### config.mk
export PLATFORM = sky130hd
export DESIGN_NAME = pcie_crdt_tracker
export DESIGN_NICKNAME = d
export VERILOG_FILES = /design/src/rtl/pcie_crdt_tracker.sv
export SDC_FILE = /design/constraint.sdc
export NUM_CORES = 1
export LEC_CHECK = 0
export BUFFER_PORTS_ARGS = -buffer_cell sky130_fd_sc_hd__buf_4
export CAP_MARGIN = 20
export CORE_MARGIN = 2
export CORE_UTILIZATION = 50
export DETAILED_ROUTE_END_ITERATION = 12
export HOLD_SLACK_MARGIN = 0.05
export PLACE_DENSITY = 0.83
export SLEW_MARGIN = 20
export SYNTH_ARGS = -nofsm -noshare
export SYNTH_HDL_FRONTEND = slang
export SYNTH_SLANG_ARGS = --single-unit
### constraint.sdc
create_clock -name CLK -period 5.5 [get_ports CLK]
set_clock_uncertainty 0.2 [all_clocks]
set_input_delay 0.275 -clock CLK [delete_from_list [all_inputs] [get_ports CLK]]
set_output_delay 0.275 -clock CLK [all_outputs]
set_load 0.01 [all_outputs]
### src/rtl/pcie_crdt_tracker.sv
// pcie_crdt_tracker: PCIe TX credit init handshake, per-type pool accumulation and request grant/debit.
// Define PCIE_CRDT_INFINITE_EN to treat pools still empty at the end of COLLECT as infinite.
module pcie_crdt_tracker #(
  parameter int HDR_CNT_W   = 8,
  parameter int DATA_CNT_W  = 12,
  parameter int REQ_DATA_W  = 8,
  parameter int INIT_WAIT   = 16,
  parameter int INIT_WINDOW = 64
) (
  input  logic                  CLK,
  input  logic                  RESET,
  output logic                  CRDT_INIT_DONE,
  input  logic [5:0]            CRDT_UPDATE,
  input  logic [1:0]            CRDT_CNT_PH,
  input  logic [1:0]            CRDT_CNT_NPH,
  input  logic [1:0]            CRDT_CNT_CPLH,
  input  logic [3:0]            CRDT_CNT_PD,
  input  logic [3:0]            CRDT_CNT_NPD,
  input  logic [3:0]            CRDT_CNT_CPLD,
  input  logic                  REQ_VLD,
  input  logic [1:0]            REQ_TYPE,
  input  logic [REQ_DATA_W-1:0] REQ_DATA_CRDT,
  output logic                  REQ_ACK,
  output logic [HDR_CNT_W-1:0]  AVAIL_PH,
  output logic [HDR_CNT_W-1:0]  AVAIL_NPH,
  output logic [HDR_CNT_W-1:0]  AVAIL_CPLH,
  output logic [DATA_CNT_W-1:0] AVAIL_PD,
  output logic [DATA_CNT_W-1:0] AVAIL_NPD,
  output logic [DATA_CNT_W-1:0] AVAIL_CPLD,
  output logic                  READY,
  output logic                  CRDT_ERR
);
  localparam int MX = INIT_WAIT > INIT_WINDOW ? INIT_WAIT : INIT_WINDOW;
  localparam int CW = $clog2(MX + 1);
  typedef enum logic [1:0] {S_WAIT, S_COLLECT, S_RUN} state_t;
  state_t state_q, state_d;
  logic [CW-1:0] cnt_q, cnt_d;
  logic init_q, err_q, err_d, hdr_ok, dat_ok;
  logic [2:0][HDR_CNT_W-1:0] hp_q, hp_d;
  logic [2:0][DATA_CNT_W-1:0] dp_q, dp_d;
  logic [2:0][1:0] hinc;
  logic [2:0][3:0] dinc;
  logic [HDR_CNT_W:0] hs;
  logic [DATA_CNT_W:0] ds;
  logic [5:0] inf, upd_en;
  assign hinc = {CRDT_CNT_CPLH, CRDT_CNT_NPH, CRDT_CNT_PH};
  assign dinc = {CRDT_CNT_CPLD, CRDT_CNT_NPD, CRDT_CNT_PD};
  assign upd_en = CRDT_UPDATE & ~inf & {6{state_q != S_WAIT}};
  always_ff @(posedge CLK) begin
    if (RESET) begin
      state_q <= S_WAIT;
      cnt_q   <= '0;
      init_q  <= 1'b0;
      err_q   <= 1'b0;
      hp_q    <= '0;
      dp_q    <= '0;
    end else begin
      state_q <= state_d;
      cnt_q   <= cnt_d;
      init_q  <= init_q | (state_d == S_COLLECT);
      err_q   <= err_d;
      hp_q    <= hp_d;
      dp_q    <= dp_d;
    end
  end
  always_comb begin
    state_d = state_q;
    cnt_d   = cnt_q + 1'b1;
    if (state_q == S_WAIT && cnt_q == CW'(INIT_WAIT - 1)) begin
      state_d = S_COLLECT;
      cnt_d   = '0;
    end else if (state_q == S_COLLECT && cnt_q == CW'(INIT_WINDOW - 1)) begin
      state_d = S_RUN;
      cnt_d   = '0;
    end else if (state_q == S_RUN) begin
      cnt_d = '0;
    end
  end
  // Grant looks only at registered pools; same-cycle updates never bypass into it.
  always_comb begin
    READY  = state_q == S_RUN;
    hdr_ok = 1'b0;
    dat_ok = 1'b0;
    for (int i = 0; i < 3; i++) begin
      if (REQ_TYPE == 2'(i)) begin
        hdr_ok = inf[i] | (hp_q[i] != '0);
        dat_ok = inf[i+3] | (dp_q[i] >= DATA_CNT_W'(REQ_DATA_CRDT));
      end
    end
    REQ_ACK = REQ_VLD & READY & hdr_ok & dat_ok;
  end
  always_comb begin
    err_d = err_q | (state_q == S_WAIT && CRDT_UPDATE != '0) | (READY && REQ_VLD && REQ_TYPE == 2'd3);
    hp_d  = hp_q;
    dp_d  = dp_q;
    hs    = '0;
    ds    = '0;
    for (int i = 0; i < 3; i++) begin
      hs = {1'b0, hp_q[i]} + (HDR_CNT_W+1)'(upd_en[i] ? hinc[i] : 2'd0)
         - (HDR_CNT_W+1)'(REQ_ACK && REQ_TYPE == 2'(i) && !inf[i]);
      hp_d[i] = hs[HDR_CNT_W] ? '1 : hs[HDR_CNT_W-1:0];
      ds = {1'b0, dp_q[i]} + (DATA_CNT_W+1)'(upd_en[i+3] ? dinc[i] : 4'd0)
         - (DATA_CNT_W+1)'((REQ_ACK && REQ_TYPE == 2'(i) && !inf[i+3]) ? REQ_DATA_CRDT : '0);
      dp_d[i] = ds[DATA_CNT_W] ? '1 : ds[DATA_CNT_W-1:0];
      err_d = err_d | hs[HDR_CNT_W] | ds[DATA_CNT_W];
    end
  end
`ifdef PCIE_CRDT_INFINITE_EN
  logic [5:0] inf_q;
  always_ff @(posedge CLK) begin
    if (RESET) inf_q <= '0;
    else if (state_q == S_COLLECT && state_d == S_RUN)
      inf_q <= {dp_d[2] == '0, dp_d[1] == '0, dp_d[0] == '0, hp_d[2] == '0, hp_d[1] == '0, hp_d[0] == '0};
  end
  assign inf = inf_q;
`else
  assign inf = '0;
`endif
  assign CRDT_INIT_DONE = init_q;
  assign CRDT_ERR       = err_q;
  assign AVAIL_PH   = inf[0] ? '1 : hp_q[0];
  assign AVAIL_NPH  = inf[1] ? '1 : hp_q[1];
  assign AVAIL_CPLH = inf[2] ? '1 : hp_q[2];
  assign AVAIL_PD   = inf[3] ? '1 : dp_q[0];
  assign AVAIL_NPD  = inf[4] ? '1 : dp_q[1];
  assign AVAIL_CPLD = inf[5] ? '1 : dp_q[2];
endmodule

==> results of run 1 <==
stage by stage:
step / cells / utilization [%]
floorplan: 781 / -
global placement: 1046 / 59.0
detailed placement: 1046 / 59.0
CTS: 1062 / 61.3
global route: 1062 / 61.4
finish: 1062 / 61.4
state kept, by name, summed over array words and instances, names as in the netlist:
signal	flops
CRDT_ERR	1
AVAIL_NPD	12
AVAIL_CPLD	12
cnt_q	7
AVAIL_PH	8
state_q	2
CRDT_INIT_DONE	1
AVAIL_NPH	8
AVAIL_PD	12
AVAIL_CPLH	8
cell families (layout without fill, tap and decap cells):
family	count (synthesis)	count (layout)	synth area share, %
adder cells (fa/ha/maj)	142	142	29.2
AND/OR/NAND/NOR	178	178	13.7
buffers and inverters	134	243	7.92
multiplexers	4	4	0.618
AO/OA/AOI/OAI	197	197	19.1
XOR/XNOR	55	55	7.55
flip-flops	71	71	21.9
cell usage after synthesis (3+ instances only):
| library cell | n |
|---|---|
| nand3_1 | 22 |
| clkbuf_1 | 13 |
| o21ai_0 | 26 |
| o41a_1 | 3 |
| a21oi_1 | 90 |
| o21bai_1 | 6 |
| nand4_1 | 7 |
| dfxtp_1 | 71 |
| xor2_1 | 27 |
| nor2b_1 | 10 |
| nor2_1 | 53 |
| xnor2_1 | 27 |
| a21oi_2 | 10 |
| o211ai_1 | 3 |
| mux2i_1 | 4 |
| nand2b_1 | 13 |
| o21a_1 | 6 |
| o31a_1 | 3 |
| and2_1 | 5 |
| and3_1 | 11 |
| inv_1 | 118 |
| ha_1 | 127 |
| a21o_1 | 20 |
| and4_1 | 4 |
| nor4_1 | 5 |
| fa_1 | 15 |
| nor3_1 | 16 |
| a31oi_1 | 5 |
| nand2_1 | 24 |
| o311ai_1 | 3 |
| o21ai_1 | 4 |
power groups by stage:
stage | Combinational [mW] | Sequential [mW] | Clock (mW)
final | 4.34 | 0.996 | 0.595
after global routing | 4.84 | 1.02 | 0.626
after CTS | 4.30 | 0.994 | 0.600
after detailed placement | 4.26 | 1.00 | 0
after global placement | 4.14 | 1.00 | 0
after floorplan | 3.09 | 1.04 | 0
routing by layer:
layer	GRT usage (%)	wire, microns
met1	31.4	7310
met2	39.7	7700
met3	4.02	1200
met4	7.76	291
met5	0	0
area by class of cell:
class	instances	area share, %
Clock buffer	9	2.91
Clock inverter	7	0.937
Inverter	118	5.72
Multi-Input combinational cell	576	58.8
Sequential cell	71	18.3
Tap cell	172	2.78
Timing Repair Buffer	109	10.6
worst paths after layout:
check / slack (ns) / endpoint / start
hold reg to reg: 0.25 / cnt_q[0] / cnt_q[0]
setup reg to reg: 0.39 / CRDT_ERR / AVAIL_PD[0]
setup / recovery: 0.39 / CRDT_ERR / AVAIL_PD[0]
hold / removal: 0.24 / CRDT_INIT_DONE / RESET
==> flow_metrics.py, run 1 <==
metrics = {
    "setup_path": {
        "cp.depth": 19,
        "ff2ff_path_depth": 19,
        "crit_fanout": 16,
        "cpLargestDelayFamily": "compound AO/OA/AOI/OAI gates",
        "path_cells": "inv_1, ha_1, nand2b_1, a21o_1, a21o_1, a21oi_1, o311ai_1, o2111a_1, buf_4, and3_1, fa_1, fa_1, nor2b_1, o31a_1, o211ai_1, a31o_2, o31ai_2, xnor2_2, a41oi_1",
        "crit_buf_inv": 2,
        "start_kind": "flip-flop",
        "cp_data_arrival_time_ns": 5.08,
        "setup.worst_path.end_class": "flip-flop",
        "cp_slowest_cell": "fa_1",
        "slowest_delay_ns": 0.50,
        "required_ns": 5.48,
        "critPathKind": "flip-flop to flip-flop",
    },
    "finish": {
        "finish.net_count": 1064,
        "final_cell_mix": "ha_1 (127), inv_1 (118), buf_4 (109)",
        "area_delta_synth_final_pct": 19.6,
        "final_common_cell": "ha_1",
        "antenna_cells": 0,
        "fillCellCount": 1149,
        "drive_above_1_share_pct": 16.0,
        "fin_area_sq_mm": 0.00775,
        "seqCellArea_sq_mm": 0.00142,
        "multi_input_area_sq_mm": 0.00455,
    },
    "worst_hold_path": {
        "hold_class": "primary input to flip-flop",
        "worstHoldPathCells": 2,
    },
    "cts": {
        "root_buffer": "clkbuf_16",
        "cts_resized": 0,
        "cts_tree": "done",
        "postCtsSetupRepairBufs": 0,
        "clkTransAtPathRegs_ns": 0.06,
        "numCtsBuffers": 9,
        "cts_hold_buffers": 0,
        "clock_path_buffers": 2,
        "h-tree-depth": 3,
        "cts_sinks": 71,
        "worst_skew_pair.late_latency_ns": 0.34,
    },
    "place": {
        "place_congestion": 0.929,
        "place_hpwl_microns": 12900,
        "placed_area_sq_mm": 0.00744,
        "io_buffers": 100,
        "preCtsSetupSlack_ns": 0.201,
    },
    "global_route": {
        "antenna_found_initial": 0,
        "grtUsageTotal_pct": 23.9,
        "grt_max_degree": 66,
        "grt_overflow": 0,
        "grt_pass1_wl_microns": 27100,
        "grt_pass1_vias": 5527,
    },
    "power_and_ir_drop": {
        "clkPwrFrac_pct": 10.0,
        "p_switching_mw": 2.84,
        "power_density_mw_per_mm2": 765,
        "swShare_pct": 48.0,
        "total_power_mw": 5.93,
        "p_int_mw": 3.08,
        "p_leak_nw": 3.85,
        "vdd_drop_max_uv": 447,
        "p_seq_share_pct": 16.8,
        "comb_power_share_pct": 73.2,
    },
    "yosys": {
        "yosysSeqAreaShare_pct": 21.9,
        "ys_warn_count": 0,
        "synth_top_area_share_pct": 24.5,
        "synthArstFlopShare_pct": 0,
        "syn_area_per_cell_sq_um": 8.30,
        "synth.distinct_cells": 53,
        "synth_flop_cell": "dfxtp_1",
        "synth_top_area_cell": "ha_1",
        "postSynthCellCount": 781,
        "synthesis.area_sq_mm": 0.00648,
        "synth-edff-count": 0,
        "synthTopCellsByArea": "ha_1 (25%), dfxtp_1 (22%), a21oi_1 (7.0%), inv_1 (6.8%), fa_1 (4.6%)",
        "syn_nets": 960,
        "synth.ff_latch_count": 71,
    },
    "timing": {
        "finalSetupViolCount": 0,
        "slew_headroom_pct": 45.9,
        "setup_tns_ns": 0,
        "worst_pin_slew_ns": 0.812,
        "hold_viol_final": 0,
        "rsz0062_at_grt": "false",
        "setup_ws_ns": 0.394,
        "clock.fmax_mhz": 196,
        "post-route-period-util_pct": 92.8,
        "slew_viol_final": 0,
        "whs_ns": 0.244,
        "fin_crit_ns": 5.11,
    },
    "die": {
        "die_area_sq_mm": 0.0139,
        "num_rows": 41,
        "boundaryPins": 101,
        "coreArea_sq_mm": 0.0126,
        "die_y_microns": 118,
        "die_x_microns": 118,
        "start_util_pct": 51.3,
    },
    "drt": {
        "vias_per_cell": 5.48,
        "first_iter_violations": 510,
        "wirelength_microns": 16500,
        "ant_nets": 0,
        "firstDrtPassIters": 5,
        "vias": 5822,
        "post-route-drc-count": 0,
        "routedWlPerCell_microns": 15.5,
    },
    "outcome": {
        "status": "finished clean",
    },
    "job": {
        "maxCapViolCount": 0,
    },
}
(Power assumes the default switching activity.)
==> run 2: changes to the inputs <==
--- a/config.mk
+++ b/config.mk
@@ -9,8 +9,10 @@
 export CAP_MARGIN = 20
 export CORE_MARGIN = 2
 export CORE_UTILIZATION = 50
+export CTS_CLUSTER_SIZE = 24
 export DETAILED_ROUTE_END_ITERATION = 12
 export HOLD_SLACK_MARGIN = 0.05
+export MAX_ROUTING_LAYER = met4
 export PLACE_DENSITY = 0.83
 export SLEW_MARGIN = 20
 export SYNTH_ARGS = -nofsm -noshare
==> run 2 against run 1 <==
Design area unchanged. Utilization unchanged. Highest routed layer unchanged. Largest power group unchanged. Critical endpoint unchanged. Via count unchanged. Die area unchanged. Register-to-register slack about the same. Cell count unchanged. Count of clock-buffer cells in the layout unchanged. Global-route usage increased by 0.65 points. Total power about the same. Clock power about the same. Sequential cell count unchanged.
==> flow_metrics.py, run 2 (same netlist as run 1, synthesis figures left out) <==
metrics = {
    "outcome": {
        "status": "finished clean",
    },
    "timing": {
        "slew_viol_final": 0,
        "hold_viol_final": 0,
        "slew_headroom_pct": 45.9,
        "rsz0062_at_grt": "false",
        "setup_tns_ns": 0,
        "post-route-period-util_pct": 92.9,
        "fin_crit_ns": 5.11,
        "worst_pin_slew_ns": 0.812,
        "whs_ns": 0.247,
        "finalSetupViolCount": 0,
        "clock.fmax_mhz": 196,
        "setup_ws_ns": 0.389,
    },
    "setup_path": {
        "ff2ff_setup_slack_ns": 0.39,
        "critPathKind": "flip-flop to flip-flop",
        "setup.worst_path.end_class": "flip-flop",
        "cp_data_arrival_time_ns": 5.09,
        "cp_slowest_cell": "fa_1",
        "start_kind": "flip-flop",
        "slowest_delay_ns": 0.50,
        "crit_buf_inv": 2,
        "cp.depth": 19,
        "required_ns": 5.48,
        "crit_fanout": 16,
        "ff2ff_path_depth": 19,
        "path_cells": "inv_1, ha_1, nand2b_1, a21o_1, a21o_1, a21oi_1, o311ai_1, o2111a_1, buf_4, and3_1, fa_1, fa_1, nor2b_1, o31a_1, o211ai_1, a31o_2, o31ai_2, xnor2_2, a41oi_1",
        "cpLargestDelayFamily": "compound AO/OA/AOI/OAI gates",
    },
    "drt": {
        "vias": 5822,
        "wirelength_microns": 16500,
        "vias_per_cell": 5.48,
        "post-route-drc-count": 0,
        "routedWlPerCell_microns": 15.5,
        "ant_nets": 0,
        "firstDrtPassIters": 5,
        "first_iter_violations": 446,
    },
    "finish": {
        "antenna_cells": 0,
        "fin_cells": 1062,
        "drive_above_1_share_pct": 16.0,
        "finish.net_count": 1064,
        "final_common_cell": "ha_1",
        "fillCellCount": 1149,
        "multi_input_area_sq_mm": 0.00455,
        "seqCellArea_sq_mm": 0.00142,
        "fin_util_pct": 61.4,
        "final_cell_mix": "ha_1 (127), inv_1 (118), buf_4 (109)",
        "area_delta_synth_final_pct": 19.6,
    },
    "cts": {
        "cts_resized": 0,
        "clock_path_buffers": 2,
        "worst_skew_pair.late_latency_ns": 0.34,
        "h-tree-depth": 3,
        "numCtsBuffers": 9,
        "cts_hold_buffers": 0,
        "root_buffer": "clkbuf_16",
        "clkTransAtPathRegs_ns": 0.06,
        "cts_sinks": 71,
        "cts_tree": "done",
        "postCtsSetupRepairBufs": 0,
    },
    "power_and_ir_drop": {
        "p_leak_nw": 3.85,
        "vdd_drop_max_uv": 448,
        "power_density_mw_per_mm2": 765,
    },
    "place": {
        "place_hpwl_microns": 12900,
        "preCtsSetupSlack_ns": 0.201,
        "place_congestion": 0.945,
        "dp.cells": 1046,
        "io_buffers": 100,
    },
    "die": {
        "start_util_pct": 51.3,
        "num_rows": 41,
        "boundaryPins": 101,
        "die_y_microns": 118,
        "coreArea_sq_mm": 0.0126,
        "die_x_microns": 118,
        "die_area_sq_mm": 0.0139,
    },
    "global_route": {
        "grt_pass1_wl_microns": 27000,
        "grtUsageTotal_pct": 24.5,
        "antenna_found_initial": 0,
        "grt_pass1_vias": 5520,
        "grt_overflow": 0,
        "grt_max_degree": 66,
    },
    "job": {
        "maxCapViolCount": 0,
    },
    "worst_hold_path": {
        "worstHoldPathCells": 2,
        "hold_class": "primary input to flip-flop",
    },
}
[run 2: routing by layer]
metal | global-route usage (%) | share of wire, % | vias up
met5 | - | 0 | -
met4 | 7.76 | 1.8 | 0
met3 | 3.63 | 6.6 | 25
met2 | 39.7 | 47 | 171
met1 | 31.6 | 45 | 2722
li1 | - | - | 2904
[run 2: power breakdown]
| group | internal (mW) | switching, mW | total [mW] |
|---|---|---|---|
| Combinational | 1.97 | 2.37 | 4.34 |
| Clock | 0.352 | 0.246 | 0.598 |
| Sequential | 0.766 | 0.230 | 0.995 |
[run 2: final timing paths]
kind               endpoint         from
max                CRDT_ERR  AVAIL_PD[0]
min          CRDT_INIT_DONE        RESET
max reg2reg        CRDT_ERR  AVAIL_PD[0]
min reg2reg        cnt_q[0]     cnt_q[0]
[run 2: stage by stage]
step / power, mW / area, sq um
floorplan: 4.12 / 6480
global placement: 5.14 / 7440
detailed placement: 5.26 / 7440
CTS: 5.89 / 7740
global route: 6.48 / 7750
finish: 5.93 / 7750
[run 2: cell type report]
| type | instances | area share, % |
|---|---|---|
| flip-flops and latches | 71 | 18.3 |
| repair buffers | 109 | 10.6 |
| clock inverters | 7 | 0.937 |
| well taps | 172 | 2.78 |
| inverters | 118 | 5.72 |
| clock buffers | 9 | 2.91 |
| multi-input cells | 576 | 58.8 |
